`config.mk`:
```
export PLATFORM = sky130hd
export DESIGN_NAME = uart_tx
export DESIGN_NICKNAME = d
export VERILOG_FILES = /design/src/rtl/uart_pkg.sv /design/src/rtl/uart_tx_piso.sv /design/src/rtl/uart_tx.sv
export SDC_FILE = /design/constraint.sdc
export NUM_CORES = 1
export LEC_CHECK = 0
export BUFFER_PORTS_ARGS = -buffer_cell sky130_fd_sc_hd__buf_2
export CAP_MARGIN = 25
export CELL_PAD_IN_SITES_DETAIL_PLACEMENT = 1
export CELL_PAD_IN_SITES_GLOBAL_PLACEMENT = 2
export CORE_MARGIN = 8
export CORE_UTILIZATION = 34
export CTS_CLUSTER_SIZE = 20
export DETAILED_ROUTE_END_ITERATION = 10
export GPL_TIMING_DRIVEN = 1
export PLACE_DENSITY = 0.76
export REMOVE_ABC_BUFFERS = 1
export SYNTH_ARGS = -nofsm -noshare
export SYNTH_HDL_FRONTEND = slang
export SYNTH_SLANG_ARGS = --single-unit
```
`constraint.sdc`:
```
create_clock -name baud_clk -period 1.9 [get_ports baud_clk]
set_input_delay 0.38 -clock baud_clk [delete_from_list [all_inputs] [get_ports baud_clk]]
set_output_delay 0.38 -clock baud_clk [all_outputs]
set_load 0.05 [all_outputs]
```
`src/rtl/uart_pkg.sv`:
```
// uart_pkg: definitions shared by the UART transmitter and receiver.
//   uart_state_t : frame FSM state encoding (IDLE/START/DATA/STOP)
//   DATA_W       : payload width
//   FRAME_W      : start + data + parity + stop
//   START_BIT    : line level of the start bit
//   STOP_BIT     : line level of the stop bit (and of the idle line)
package uart_pkg;

  localparam int   DATA_W    = 8;
  localparam int   FRAME_W   = 11;
  localparam logic START_BIT = 1'b0;
  localparam logic STOP_BIT  = 1'b1;

  typedef enum logic [1:0] {
    IDLE  = 2'b00,
    START = 2'b01,
    DATA  = 2'b10,
    STOP  = 2'b11
  } uart_state_t;

  // Frame image in line order: bit 0 goes out first.
  function automatic logic [FRAME_W-1:0] build_frame(input logic [DATA_W-1:0] data,
                                                     input logic              odd);
    return {STOP_BIT, (^data) ^ odd, data, START_BIT};
  endfunction

endpackage

```
`src/rtl/uart_tx_piso.sv`:
```
// uart_tx_piso: 11-bit parallel-in/serial-out frame register.
//   baud_clk : clock
//   rst      : asynchronous active-high reset (register fills with ones)
//   load     : capture frame (wins over shift)
//   shift    : shift right one bit, filling with the stop level
//   frame    : parallel frame image, bit 0 first on the line
//   ser_out  : serial line, taken straight from the register LSB
module uart_tx_piso
  import uart_pkg::*;
(
  input  logic               baud_clk,
  input  logic               rst,
  input  logic               load,
  input  logic               shift,
  input  logic [FRAME_W-1:0] frame,
  output logic               ser_out
);

  logic [FRAME_W-1:0] shreg_q, shreg_d;

  always_comb begin
    shreg_d = shreg_q;
    if (load) begin
      shreg_d = frame;
    end else if (shift) begin
      // Filling with ones leaves the line high once the stop bit has gone out.
      shreg_d = {STOP_BIT, shreg_q[FRAME_W-1:1]};
    end
  end

  always_ff @(posedge baud_clk or posedge rst) begin
    if (rst) begin
      shreg_q <= '1;
    end else begin
      shreg_q <= shreg_d;
    end
  end

  assign ser_out = shreg_q[0];

endmodule

```
`src/rtl/uart_tx.sv`:
```
// uart_tx: UART serial transmitter with a one-word holding buffer.
//   baud_clk      : clock
//   rst           : asynchronous active-high reset
//   tx_data       : word to send, captured when tx_valid && tx_ready
//   tx_valid      : tx_data is valid
//   tx_ready      : holding buffer empty
//   data_tx       : serial line, idles high
//   current_state : FSM state
//   shift         : pulse on the last cycle of each bit period
//   busy          : a frame is on the line
//
// state | meaning
// IDLE  | line high, waiting for a held word
// START | start bit on the line (bit 0)
// DATA  | data bits d0..d7 then parity (bits 1..9)
// STOP  | stop bit (bit 10); reloads directly if a word is held
module uart_tx
  import uart_pkg::*;
#(
  parameter int CLKS_PER_BIT = 16,
  parameter bit PARITY_ODD   = 1'b0
) (
  input  logic              baud_clk,
  input  logic              rst,
  input  logic [DATA_W-1:0] tx_data,
  input  logic              tx_valid,
  output logic              tx_ready,
  output logic              data_tx,
  output logic [1:0]        current_state,
  output logic              shift,
  output logic              busy
);

  localparam int CNT_W = (CLKS_PER_BIT > 1) ? $clog2(CLKS_PER_BIT) : 1;
  localparam logic [CNT_W-1:0] BAUD_TC = CNT_W'(CLKS_PER_BIT - 1);

  uart_state_t       state_q, state_d;
  logic [CNT_W-1:0]  baud_cnt_q, baud_cnt_d;
  logic [3:0]        bit_cnt_q, bit_cnt_d;
  logic              hold_full_q, hold_full_d;
  logic [DATA_W-1:0] hold_data_q, hold_data_d;
  logic              load;
  logic              bit_end;

  assign bit_end = (state_q != IDLE) && (baud_cnt_q == BAUD_TC);

  always_comb begin
    state_d     = state_q;
    baud_cnt_d  = baud_cnt_q;
    bit_cnt_d   = bit_cnt_q;
    hold_full_d = hold_full_q;
    hold_data_d = hold_data_q;
    load        = 1'b0;

    // Accept needs an empty buffer and load needs a full one, so they never coincide.
    if (tx_valid && !hold_full_q) begin
      hold_full_d = 1'b1;
      hold_data_d = tx_data;
    end

    if (bit_end) begin
      baud_cnt_d = '0;
      bit_cnt_d  = bit_cnt_q + 4'd1;
    end else if (state_q != IDLE) begin
      baud_cnt_d = baud_cnt_q + CNT_W'(1);
    end

    case (state_q)
      IDLE: begin
        if (hold_full_q) load = 1'b1;
      end
      START: begin
        if (bit_end) state_d = DATA;
      end
      DATA: begin
        if (bit_end && (bit_cnt_q == 4'd9)) state_d = STOP;
      end
      STOP: begin
        if (bit_end) begin
          if (hold_full_q) load = 1'b1;
          else             state_d = IDLE;
          bit_cnt_d = '0;
        end
      end
      default: state_d = IDLE;
    endcase

    if (load) begin
      hold_full_d = 1'b0;
      baud_cnt_d  = '0;
      bit_cnt_d   = '0;
      state_d     = START;
    end
  end

  always_ff @(posedge baud_clk or posedge rst) begin
    if (rst) begin
      state_q     <= IDLE;
      baud_cnt_q  <= '0;
      bit_cnt_q   <= '0;
      hold_full_q <= 1'b0;
      hold_data_q <= '0;
    end else begin
      state_q     <= state_d;
      baud_cnt_q  <= baud_cnt_d;
      bit_cnt_q   <= bit_cnt_d;
      hold_full_q <= hold_full_d;
      hold_data_q <= hold_data_d;
    end
  end

  uart_tx_piso u_piso (
    .baud_clk (baud_clk),
    .rst      (rst),
    .load     (load),
    .shift    (bit_end),
    .frame    (build_frame(hold_data_q, PARITY_ODD)),
    .ser_out  (data_tx)
  );

  assign tx_ready      = !hold_full_q;
  assign current_state = state_q;
  assign shift         = bit_end;
  assign busy          = (state_q != IDLE);

endmodule

```
== Word-level counts from Yosys, hierarchy flattened ==
Index checks and enable logic that the tools add are counted.

* Bits of input ports: 11
* Output and inout bits: 6
* Register bits: 30

* Reduce and logical (&&, ||, !) cells: 12
* Muxes and demuxes: 20
* $add $sub $neg: 2
* Equality and inequality tests: 9

{| class="wikitable"
|+ Operators by type and width
! operator !! count
|-
| $mux 4 || 7
|-
| $mux 11 || 2
|-
| $ne 3x3->1 const B || 4
|-
| $mux 2 || 5
|-
| $add 4x1->4 const B || 2
|-
| $eq 4x4->1 const B || 2
|-
| $reduce_xor 8->1 || 1
|-
| $pmux 2 s3 || 1
|-
| $reduce_bool 2->1 || 3
|-
| $reduce_and 5->1 || 1
|-
| $eq 2x2->1 const B || 2
|-
| $mux 1 || 4
|-
| $reduce_bool 4->1 || 1
|-
| $logic_and 1x1->1 || 3
|-
| $reduce_bool 3->1 || 1
|-
| $eq 2x1->1 const B || 1
|-
| $logic_not 2->1 || 1
|-
| $pmux 1 s2 || 1
|-
| $logic_not 1->1 || 1
|}

== Longest topological paths before layout ==
Gate-level depths: netlist of run 1.

* Word-level depth: 6
* Depth in mapped cells: 7
* Depth with buffers taken out: 7

== By module ==
From an unflattened synthesis of run 1, not the netlist that was laid out.

* Cells, all modules: 158
* Area, all modules: 1667.8 um^2

{| class="wikitable"
|+ By module, submodules not included
! module !! area each (um^2) !! cells each !! instances
|-
| uart_tx || 1153.6 || 110 || 1
|-
| uart_tx_piso || 514.2 || 48 || 1
|}

== Worst setup path before layout of run 1 ==
No wires, ideal clock.

* Kind: register to register
* Start: register state_q[0] (netlist: current_state[0])
* End: register state_q[1] (netlist: current_state[1])
* Path buffers: 0
* Cell stages (with the launch flop): 8
* Data arrival time: 2262 ps
* Setup slack: -487 ps
* Library setup time: 125 ps
* Data required time: 1775 ps
* Path through: dfrtp_1 -> inv_1 -> ha_1 -> nand4b_4 -> inv_2 -> a311o_1 -> nand3_2 -> mux2_4

* Longest elaborated chain between the ends: 6
* Elaborated cells on any way between the ends: 17

{| class="wikitable"
|+ RTL lines
! what !! RTL line !! RTL
|-
| from (decl) || uart_tx.sv:37 || <nowiki>uart_state_t state_q, state_d;</nowiki>
|-
| from (signal assigned) || uart_tx.sv:104 || <nowiki>state_q <= state_d;</nowiki>
|-
| $reduce_bool 2->1 (*) || uart_tx.sv:45 || <nowiki>assign bit_end = (state_q != IDLE) && (baud_cnt_q == BAUD_TC);</nowiki>
|-
| $logic_and 1x1->1 (*) || uart_tx.sv:45 ||
|-
| via shift || uart_tx.sv:30 || <nowiki>output logic shift,</nowiki>
|-
| $mux 1 || uart_tx.sv:79 || <nowiki>if (bit_end) begin</nowiki>
|-
| $pmux 1 s2 || uart_tx.sv:68 || <nowiki>case (state_q)</nowiki>
|-
| $ne 3x3->1 (no source line) or $reduce_bool 4->1 (tied branches) || n/a ||
|-
| $reduce_and 5->1 (no source line) || n/a ||
|}

Mark *: on every way through the listed nets, which the timed path passes. The rest lies on a longest branch.
A chain may end at the register's enable or synchronous reset.

== Final worst setup path of run 1 ==
* Start: register state_q[0] (netlist: current_state[0])
* End: output shift

* Longest elaborated chain between the ends: 2

{| class="wikitable"
|+ RTL lines
! what !! RTL line
|-
| $reduce_bool 2->1 || uart_tx.sv:45
|-
| $logic_and 1x1->1 || uart_tx.sv:45
|-
| to (decl) || uart_tx.sv:30
|}

No other way between the ends.

==> impl_results.md, run 1 <==
* Worst IR Drop VDD at 0.000711 V
* Number of global-route vias before repair at 1286
* Antenna violations before repair at 0
* Synth cell count leaders: nor2_1, dfrtp_1, a21oi_1
* Mapped Cells at 147
* RSZ-0062 raised after global routing: no
* DR vias/cell at 5.01
* Vias post-DR at 1147
* Worst Path Required at 1.52 ns
* Cell family with most CP delay: flip-flops
* TritonCTS clock tree: done
* CTS Buf Count at 5
* Synthesized area per cell at 10.7 µm²
* Area grow syn2layout at 19.5%
* # diodes at 0
* Final wirelength at 3540 µm
* Largest net degree at the start of global routing at 30
* Rows at 24
* Actual slew at the worst max-slew pin at 0.438 ns
* Crit path cell chain: inv_1, ha_1, nand4b_4, inv_4, buf_6
* Worst-Skew Late Latency at 0.29 ns
* Initial DRC count at 37
* Hold Violations, Final at 0
* Yosys top cell by area: dfrtp_1
* Primary FF master, synth: dfrtp_1
* Worst reg-to-reg path cell count at 6
* Routed Antenna Nets at 0
* Setup WS pre-CTS at 0.120 ns
* Final core occ at 42.7%
* Status: complete, no violations
* Fillers at 501
* Final Non-Filler Cells at 229
* Worst-path clk slew at 0.07 ns
* Yosys top cell area share at 30.2%
* Crit path capture: shift
* CP max stage cell: dfrtp_1
* Htree depth at 2
* Worst Path Buf+Inv at 3
* Placer congestion estimate at 0.781
* Clk sinks at 29
* Worst Path Arrival at 1.44 ns
* Max Clk Rate at 550 MHz
* Critical Path Stages at 5
* CTS Hold Bufs at 0
* Port Buffer Count at 16
* Hold_ws at 0.152 ns
* CP startpoint kind: register
* Wirelength per Cell at 15.5 µm
* # IOs at 17
* Most common cell in the netlist: nor2_1
* Reg-to-Reg End: current_state[1]$_DFFE_PP0P_
* Min setup slack post-route at 0.0817 ns
* R2r startpoint: current_state[0]$_DFFE_PP0P_
* Final nets at 197
* Worst path max stage delay at 0.36 ns
* Chip width at 84.1 µm
* Clk_skew at 0.00358 ns
* Pwr Density at 1940 mW/mm²
* Share of cells above drive strength 1 at 33.3%
* Synth warn at 0
* Synth top area cells: dfrtp_1, dfstp_2, ha_1
* Critical Path Source: current_state[0]$_DFFE_PP0P_
* First-pass GRT wire length at 6080 µm
* Die Height at 84.1 µm
* Core area at 0.00441 mm²
* Post-synth ARST share at 100%
* Placed Cells at 220
* Die footprint at 0.00707 mm²
* GRT Util Overall at 10.8%
* DPL Wire Length at 2580 µm
* Total gr overflow at 0
* Post-route DRC at 0
* Pre-Repair DR Iteration Count at 4
* Setup violators final at 0
* Starting Density at 35.7%
* Worst setup EP type: output port
* Slew Limit Fails at 0
* Worst-path maximum fanout at 5
* EDFF count, synth at 0
* Leak at 0.000875 µW
* Total of max-cap violations at 0
* Max-slew headroom at 70.8%
* Sequential cell area fraction in the yosys report at 46.8%
* Number of synthesized register bits at 29
* Flop-to-flop setup slack at 0.12 ns
* Worst min path class: primary input to asynchronous set/reset pin
* Clk buf depth at 2
* Root buf cell: clkbuf_8
* Post-synth design cell area at 0.00158 mm²
* Period minus WS final at 1.82 ns
* Number of library cell types mapped by synthesis at 33
* Crit path kind: register to output port
* Fin crit share at 95.7%
-- repair_timing --
action | 4_1_cts | 5_1_grt
setup buffers | 0 | 1
setup endpoints to repair | 1 | 1
resized for setup | 1 | 2
gates cloned | 0 | 0
hold endpoints to repair | 0 | 0
-- layout make-up --
cell class / count / area (µm²) / area share (%)
multi-input combinational: 107 / 795 / 42.2
sequential: 29 / 738 / 39.2
timing repair buffer: 26 / 161 / 8.57
clock buffer: 6 / 82.6 / 4.38
tap: 52 / 65.1 / 3.45
inverter: 7 / 28.8 / 1.53
clock inverter: 2 / 13.8 / 0.730
-- worst min-delay path by stage --
stage | slack [ns] | start | endpoint
2_1_floorplan | 0.45 | rst | baud_cnt_q[0]$_DFFE_PP0P_
3_3_place_gp | 0.47 | rst | bit_cnt_q[1]$_DFF_PP0_
3_5_place_dp | 0.48 | rst | bit_cnt_q[1]$_DFF_PP0_
4_1_cts | 0.16 | rst | hold_data_q[7]$_DFFE_PP0P_
5_1_grt | 0.18 | rst | hold_data_q[7]$_DFFE_PP0P_
6_report | 0.15 | rst | hold_data_q[0]$_DFFE_PP0P_
-- layer usage --
layer	GRT usage (%)	routed length, µm
met5	0	0
met4	5.49	85
met3	4.10	146
met2	17.5	1770
met1	11.9	1540
-- worst reg2reg max path: cells and delay by family (launching register included) --
family,cells,cell delay [ns]
buf+inv,1,0.06
flops,1,0.36
simple gates,2,0.30
fa+ha+maj,1,0.32
mux,1,0.30
compound gates,1,0.33
-- cell usage in the layout (no fill, tap or decap), types with 2 or more instances in the layout --
cell type	instances
buf_4	10
o21ai_0	4
a21o_1	3
xnor2_1	7
clkbuf_8	6
inv_1	6
nor2b_1	3
nand2b_1	2
mux2_2	8
a21oi_1	13
nand3_1	3
nor2_1	20
buf_2	15
ha_1	10
dfrtp_1	19
mux2i_1	11
dfstp_2	10
nand2_1	8
-- sequential cells by signal, indices dropped and copies added, names as in the netlist --
register / cells
u_piso.shreg_q: 10
hold_data_q: 8
baud_cnt_q: 4
bit_cnt_q: 4
current_state: 2
hold_full_q: 1
-- power breakdown --
part	switching [µW]	internal [µW]	total [µW]
clock	257	293	550
combinational	1060	861	1920
sequential	242	956	1200
total	1550	2110	3660
-- per-stage QoR --
step | TNS [ns] | power (µW) | area (µm²)
floorplan | -2.68 | 2630 | 1560
global placement | 0 | 3050 | 1770
detailed placement | 0 | 3140 | 1770
CTS | 0 | 3720 | 1870
global route | 0 | 3970 | 1880
finish | 0 | 3660 | 1880
-- kinds of logic (layout without fill, tap and decap cells) --
logic type                 count (synthesis)  in the layout  synth area share (%)
AOI/OAI and AO/OA                         25             25                  9.84
buffers and inverters                     11             41                  2.78
xor gates and xnor gates                   7              7                  3.89
muxes                                     20             20                  13.7
and+or+nand+nor                           45             45                  15.1
adders and majority gates                 10             10                  7.94
DFF                                       29             29                  46.8
No activity file was read; power rests on OpenSTA's default activity.
==> run 2: changes to the inputs <==
==> config.mk (replaced) <==
export PLATFORM = sky130hd
export DESIGN_NAME = uart_tx
export DESIGN_NICKNAME = d
export VERILOG_FILES = /design/src/rtl/uart_pkg.sv /design/src/rtl/uart_tx_piso.sv /design/src/rtl/uart_tx.sv
export SDC_FILE = /design/constraint.sdc
export NUM_CORES = 1
export LEC_CHECK = 0
export CAP_MARGIN = 25
export CELL_PAD_IN_SITES_DETAIL_PLACEMENT = 1
export CELL_PAD_IN_SITES_GLOBAL_PLACEMENT = 2
export CORE_MARGIN = 8
export CORE_UTILIZATION = 37
export CTS_CLUSTER_SIZE = 20
export DETAILED_ROUTE_END_ITERATION = 10
export DONT_BUFFER_PORTS = 1
export GPL_TIMING_DRIVEN = 0
export PLACE_DENSITY = 0.77
export REMOVE_ABC_BUFFERS = 1
export SYNTH_ARGS = -nofsm -noshare
export SYNTH_HDL_FRONTEND = slang
export SYNTH_HIERARCHICAL = 1
export SYNTH_SLANG_ARGS = --single-unit
==> run 2 against run 1 <==
Effect of this change: the run now ends with setup timing left; synthesized cell count up 7.5%; wire length up 7.6%; critical path depth up 2; sequential cell count up 1; largest cell class unchanged; register-to-register slack worse by 0.24 ns; final area up 8.8%.
==> impl_results.md, run 2 <==
* Die footprint at 0.00691 mm²
* Sw Pwr at 1560 µW
* Worst-Skew Late Latency at 0.28 ns
* Synthesized area per cell at 10.6 µm²
* TritonCTS clock tree: done
* Number of library cell types mapped by synthesis at 39
* Worst-path clk slew at 0.06 ns
* Most common cell in the netlist: nand2_1
* Number of synthesized register bits at 30
* Worst IR Drop VDD at 0.000944 V
* Final core occ at 47.1%
* XOR/XNOR Fraction of Synth Area at 3.68%
* Cell family with most CP delay: flip-flops
* Worst Path Required at 2.07 ns
* Power share of the combinational group at 46.6%
* Min setup slack post-route at -0.116 ns
* Placer congestion estimate at 0.740
* CP startpoint kind: register
* Reg-to-Reg End: current_state[1]$_DFFE_PP0P_
* Internal at 2310 µW
* Sequential cell area fraction in the yosys report at 45.8%
* Clk sinks at 30
* Flop-to-flop setup slack at -0.12 ns
* Antenna violations before repair at 0
* Simple-Gate Fraction of Synth Area at 12.2%
* Wirelength per Cell at 16.7 µm
* Worst path max stage delay at 0.59 ns
* Vias post-DR at 1193
* Worst reg-to-reg path cell count at 7
* Post-Synth Adder-Cell Area at 6.75%
* Largest net degree at the start of global routing at 20
* Post-synth ARST share at 100%
* Yosys top cell area share at 28.5%
* Fillers at 463
* Mapped Cells at 158
* DR vias/cell at 5.23
* Setup violators final at 8
* Dpl cell area at 0.00168 mm²
* Post-synth design cell area at 0.00167 mm²
* Hold_ws at 0.116 ns
* Core area at 0.00435 mm²
* Initial DRC count at 28
* Failing checks: setup timing
* Die Height at 83.1 µm
* Period minus WS final at 2.02 ns
* Worst-path maximum fanout at 7
* Slew Limit Fails at 0
* Total gr overflow at 0
* Fin crit share at 106%
* Rows at 24
* Port Buffer Count at 0
* R2r startpoint: current_state[1]$_DFFE_PP0P_
* GRT Util Overall at 11.4%
* CTS Buf Count at 5
* Synth Area in Compound Gates at 12.5%
* Pre-Repair DR Iteration Count at 2
* Final wirelength at 3810 µm
* Final nets at 195
* Critical Path Source: current_state[1]$_DFFE_PP0P_
* CP max stage cell: dfrtp_4
* Worst Path Arrival at 2.19 ns
* Worst min path class: primary input to asynchronous set/reset pin
* Max reg flops at 11
* Largest family of logic cells by synthesized area: multiplexers
* Worst Path Buf+Inv at 2
* DPL Wire Length at 2370 µm
* Share of cells above drive strength 1 at 35.8%
* Most frequent cells in the layout: nand2_1, dfrtp_1, buf_4
* # diodes at 0
* Most flop-heavy register: u_piso/shreg_q
* Chip width at 83.1 µm
* Synth top area cells: dfrtp_1, dfstp_2, ha_1
* Root buf cell: clkbuf_8
* CTS Hold Bufs at 0
* Synth warn at 6
* Worst setup EP type: register
* Switch share at 40.4%
* Leak at 0.000837 µW
* Status: finished, violations left
* Max Clk Rate at 496 MHz
* Crit path kind: register to register
* Clk_skew at 0.00443 ns
* Starting Density at 38.3%
* Synth cell count leaders: nand2_1, dfrtp_1, dfstp_2, mux2i_1
* Yosys top cell by area: dfrtp_1
* # IOs at 17
* Pwr Density at 1890 mW/mm²
* Crit path cell chain: inv_4, ha_4, nand4b_4, inv_8, a221o_1, o211ai_2, mux2_4
* Final Power at 3870 µW
* Seq pwr share at 37.2%
* Hold Violations, Final at 0
* Primary FF master, synth: dfrtp_1
* Mux share of post-synthesis cell area at 12.9%
* EDFF count, synth at 0
* Total of max-cap violations at 0
* Power share of the clock group at 16.2%
* Final instance area at 0.00205 mm²
* RSZ-0062 raised after global routing: yes
* Top flop regs: u_piso/shreg_q: 11 flops, hold_data_q: 8 flops
* Number of global-route vias before repair at 1293
* Post-route DRC at 0
* Routed Antenna Nets at 0
* Clk buf depth at 2
* Actual slew at the worst max-slew pin at 0.755 ns
* Area grow syn2layout at 22.9%
* First-pass GRT wire length at 6500 µm
* Commonest non-fill, non-tap cell in the layout: nand2_1
* Max-slew headroom at 49.6%
* Htree depth at 2
==> run 2: cells by family (layout without fill, tap and decap cells) <==
kind of cell	count (synthesis)	in the layout
other	2	2
XOR/XNOR	7	7
flip-flops	30	30
AO/OA/AOI/OAI	31	31
buffers and inverters	18	35
adder cells (fa/ha/maj)	9	9
multiplexers	20	20
AND/OR/NAND/NOR	41	42
==> run 2: power by group through the flow <==
stage / logic [µW] / registers, µW / clock network, µW
finish: 1800 / 1440 / 628
global route: 1980 / 1480 / 670
CTS: 1740 / 1430 / 648
detailed placement: 1420 / 1400 / 0
global placement: 1360 / 1380 / 0
floorplan: 1190 / 1320 / 0
==> run 2: how the worst max path moves through the flow <==
| stage | to | slack (ns) | cells past startpoint |
|---|---|---|---|
| after floorplan | current_state[1]$_DFFE_PP0P_ | -0.67 | 7 |
| after global placement | current_state[1]$_DFFE_PP0P_ | -1.19 | 5 |
| after detailed placement | current_state[1]$_DFFE_PP0P_ | -0.98 | 7 |
| after CTS | current_state[1]$_DFFE_PP0P_ | -0.11 | 7 |
| after global routing | current_state[1]$_DFFE_PP0P_ | -0.20 | 7 |
| final | current_state[1]$_DFFE_PP0P_ | -0.12 | 7 |
==> run 2: final cells by class <==
type | count | area, µm² | area share [%]
clock buffers | 7 | 76.3 | 3.72
clock inverters | 1 | 30.0 | 1.47
inverters | 10 | 53.8 | 2.63
multi-input cells | 111 | 892 | 43.5
flip-flops and latches | 30 | 772 | 37.7
well taps | 52 | 65.1 | 3.17
repair buffers | 16 | 144 | 7.02
repair inverters | 1 | 16.3 | 0.794
==> run 2: metal layers <==
| layer | vias to the layer above | global-route usage, % | wire [µm] |
|---|---|---|---|
| met3 | 6 | 3.91 | 158 |
| li1 | 572 | - | - |
| met5 | - | 0 | 0 |
| met4 | 0 | 5.75 | 77 |
| met1 | 599 | 12.7 | 1640 |
| met2 | 16 | 18.7 | 1930 |
==> run 2: what timing repair did <==
action                     CTS  global route
pin swaps                    4             7
cloned                       2             0
resized for setup           19            10
setup buffers               13             3
setup endpoints to repair   24            18
==> run 2: per-stage QoR <==
step           setup WS (ns)  TNS (ns)  instances
3_5_place_dp          -0.978    -14.21        202
6_report              -0.116    -0.486        228
5_1_grt               -0.202     -1.59        228
4_1_cts               -0.112    -0.444        225
3_3_place_gp           -1.19    -19.34        202
2_1_floorplan         -0.668     -8.21        150
==> run 3: changes to the inputs <==
--- a/config.mk
+++ b/config.mk
@@ -5,16 +5,16 @@
 export SDC_FILE = /design/constraint.sdc
 export NUM_CORES = 1
 export LEC_CHECK = 0
+export BUFFER_PORTS_ARGS = -buffer_cell sky130_fd_sc_hd__buf_2
 export CAP_MARGIN = 25
 export CELL_PAD_IN_SITES_DETAIL_PLACEMENT = 1
 export CELL_PAD_IN_SITES_GLOBAL_PLACEMENT = 2
 export CORE_MARGIN = 8
-export CORE_UTILIZATION = 37
+export CORE_UTILIZATION = 34
 export CTS_CLUSTER_SIZE = 20
 export DETAILED_ROUTE_END_ITERATION = 10
-export DONT_BUFFER_PORTS = 1
 export GPL_TIMING_DRIVEN = 0
-export PLACE_DENSITY = 0.77
+export PLACE_DENSITY_LB_ADDON = 0.1
 export REMOVE_ABC_BUFFERS = 1
 export SYNTH_ARGS = -nofsm -noshare
 export SYNTH_HDL_FRONTEND = slang
==> run 3 against run 2 <==
Effect of this change: the run now ends clean; register-to-register slack improved by 0.19 ns; clock power is 6.5% higher; final cell count rose by 11%; critical path type unchanged; critical endpoint unchanged; largest power group unchanged.
==> impl_results.md, run 3 (synthesized netlist as in run 2, its figures left out) <==
* Status: complete, no violations
* Worst-path maximum fanout at 11
* Dpl cell area at 0.00180 mm²
* RSZ-0062 raised after global routing: no
* Largest net degree at the start of global routing at 25
* Slew Limit Fails at 0
* # diodes at 0
* Rows at 25
* Crit path kind: register to register
* Max-slew headroom at 46.2%
* Die Height at 86.0 µm
* Port Buffer Count at 16
* Actual slew at the worst max-slew pin at 0.805 ns
* Most frequent cells in the layout: nand2_1, dfrtp_1, buf_2
* Die footprint at 0.00740 mm²
* Core area at 0.00472 mm²
* Root buf cell: clkbuf_8
* # IOs at 17
* Clk sinks at 30
* Worst Path Arrival at 1.99 ns
* Placer congestion estimate at 0.731
* Setup TNS at 0 ns
* GRT Util Overall at 10.9%
* Htree depth at 2
* Antenna violations before repair at 0
* Period minus WS final at 1.83 ns
* Starting Density at 35.3%
* Worst min path class: primary input to asynchronous set/reset pin
* Post-route DRC at 0
* Commonest non-fill, non-tap cell in the layout: nand2_1
* Final instance area at 0.00204 mm²
* Worst setup EP type: register
* Vias post-DR at 1210
* Total of max-cap violations at 0
* DPL Wire Length at 2520 µm
* Chip width at 86.0 µm
* Final wirelength at 3610 µm
* Worst path max stage delay at 0.41 ns
* Share of cells above drive strength 1 at 36.6%
* DR vias/cell at 4.78
* Number of global-route vias before repair at 1326
* Top flop regs: u_piso/shreg_q: 11 flops, hold_data_q: 8 flops
* TritonCTS clock tree: done
* Routed Antenna Nets at 0
* Worst Path Required at 2.07 ns
* Clk buf depth at 2
* Total gr overflow at 0
* CTS Buf Count at 5
* Area grow syn2layout at 22.1%
* Max Clk Rate at 548 MHz
* CP startpoint kind: register
* Initial DRC count at 36
* Min setup slack post-route at 0.0747 ns
* Leak at 0.000866 µW
* Pre-Repair DR Iteration Count at 4
* CP max stage cell: dfrtp_2
* Max reg flops at 11
* Setup violators final at 0
* First-pass GRT wire length at 6350 µm
* Wirelength per Cell at 14.3 µm
* Pwr Density at 1860 mW/mm²
* Worst-path clk slew at 0.07 ns
* Worst-Skew Late Latency at 0.28 ns
* Hold Violations, Final at 0
* Setup WS pre-CTS at -0.443 ns
* Crit path cell chain: inv_2, ha_4, nand4b_4, buf_8, o221ai_1, o211ai_2, mux2_4
* Most flop-heavy register: u_piso/shreg_q
* Final nets at 205
* Clk_skew at 0.00529 ns
* Fin crit share at 96.1%
* Worst IR Drop VDD at 0.000574 V
run 3: cell count changes in the layout (fill, tap and decap cells not counted), sizes merged:
cell      before  now
clkinv         1    0
nor3           5    4
inv            9   10
clkinvlp       1    0
buf           16   28
run 3: layout make-up:
class / count / area (µm²)
clock buffer: 7 / 86.3
clock inverter: 1 / 30.0
fill: 545 / 2690
inverter: 10 / 45.0
multi-input combinational: 110 / 832
sequential: 30 / 767
tap: 67 / 83.8
timing repair buffer: 28 / 191
run 3: per-stage QoR:
stage	utilization (%)	total power [µW]	hold slack, ns	cells
2_1_floorplan	-	2510	0.331	150
3_3_place_gp	37.6	2810	0.494	233
3_5_place_dp	38.0	2920	0.513	234
4_1_cts	42.5	3770	0.282	250
5_1_grt	43.1	4090	0.321	253
6_report	43.1	3790	0.255	253
run 3: what timing repair did:
| action | in CTS | in global routing |
|---|---|---|
| endpoints found under the setup margin | 14 | 15 |
| hold buffers | 0 | 0 |
| gates resized for setup | 10 | 5 |
| pin swaps | 1 | 3 |
| setup buffers | 8 | 3 |
run 3: final timing paths:
kind | from | slack (ns) | end | depth (start not counted)
setup / recovery | current_state[1]$_DFFE_PP0P_ | 0.07 | current_state[1]$_DFFE_PP0P_ | 7
hold / removal | rst | 0.26 | baud_cnt_q[1]$_DFFE_PP0P_ | 2
setup reg to reg | current_state[1]$_DFFE_PP0P_ | 0.07 | current_state[1]$_DFFE_PP0P_ | 7
hold reg to reg | baud_cnt_q[1]$_DFFE_PP0P_ | 0.54 | baud_cnt_q[1]$_DFFE_PP0P_ | 2
max in group asynchronous | rst | 1.10 | current_state[1]$_DFFE_PP0P_ | 2
min in group baud_clk | tx_data[1] | 0.33 | hold_data_q[1]$_DFFE_PP0P_ | 2
run 3: worst max-delay path, delay by kind of cell (launching register included):
kind	cells	cell delay, ns
AND/OR/NAND/NOR	1	0.22
AO/OA/AOI/OAI	2	0.33
adder cells (fa/ha/maj)	1	0.17
multiplexers	1	0.31
buffers and inverters	2	0.26
flip-flops	1	0.41
run 3: metal layers:
metal  up-vias  GRT usage (%)  part of all wire (%)
li1        591              -                     -
met1       596           13.2                    49
met2        18           17.6                    46
met3         5           4.01                   4.1
met4         0           3.34                   1.2
met5         -              0                     0
run 3: report_power, final:
group          total (µW)  switching [µW]  internal, µW
Sequential           1260             259          1000
Combinational        1860             970           886
Clock                 669             242           427
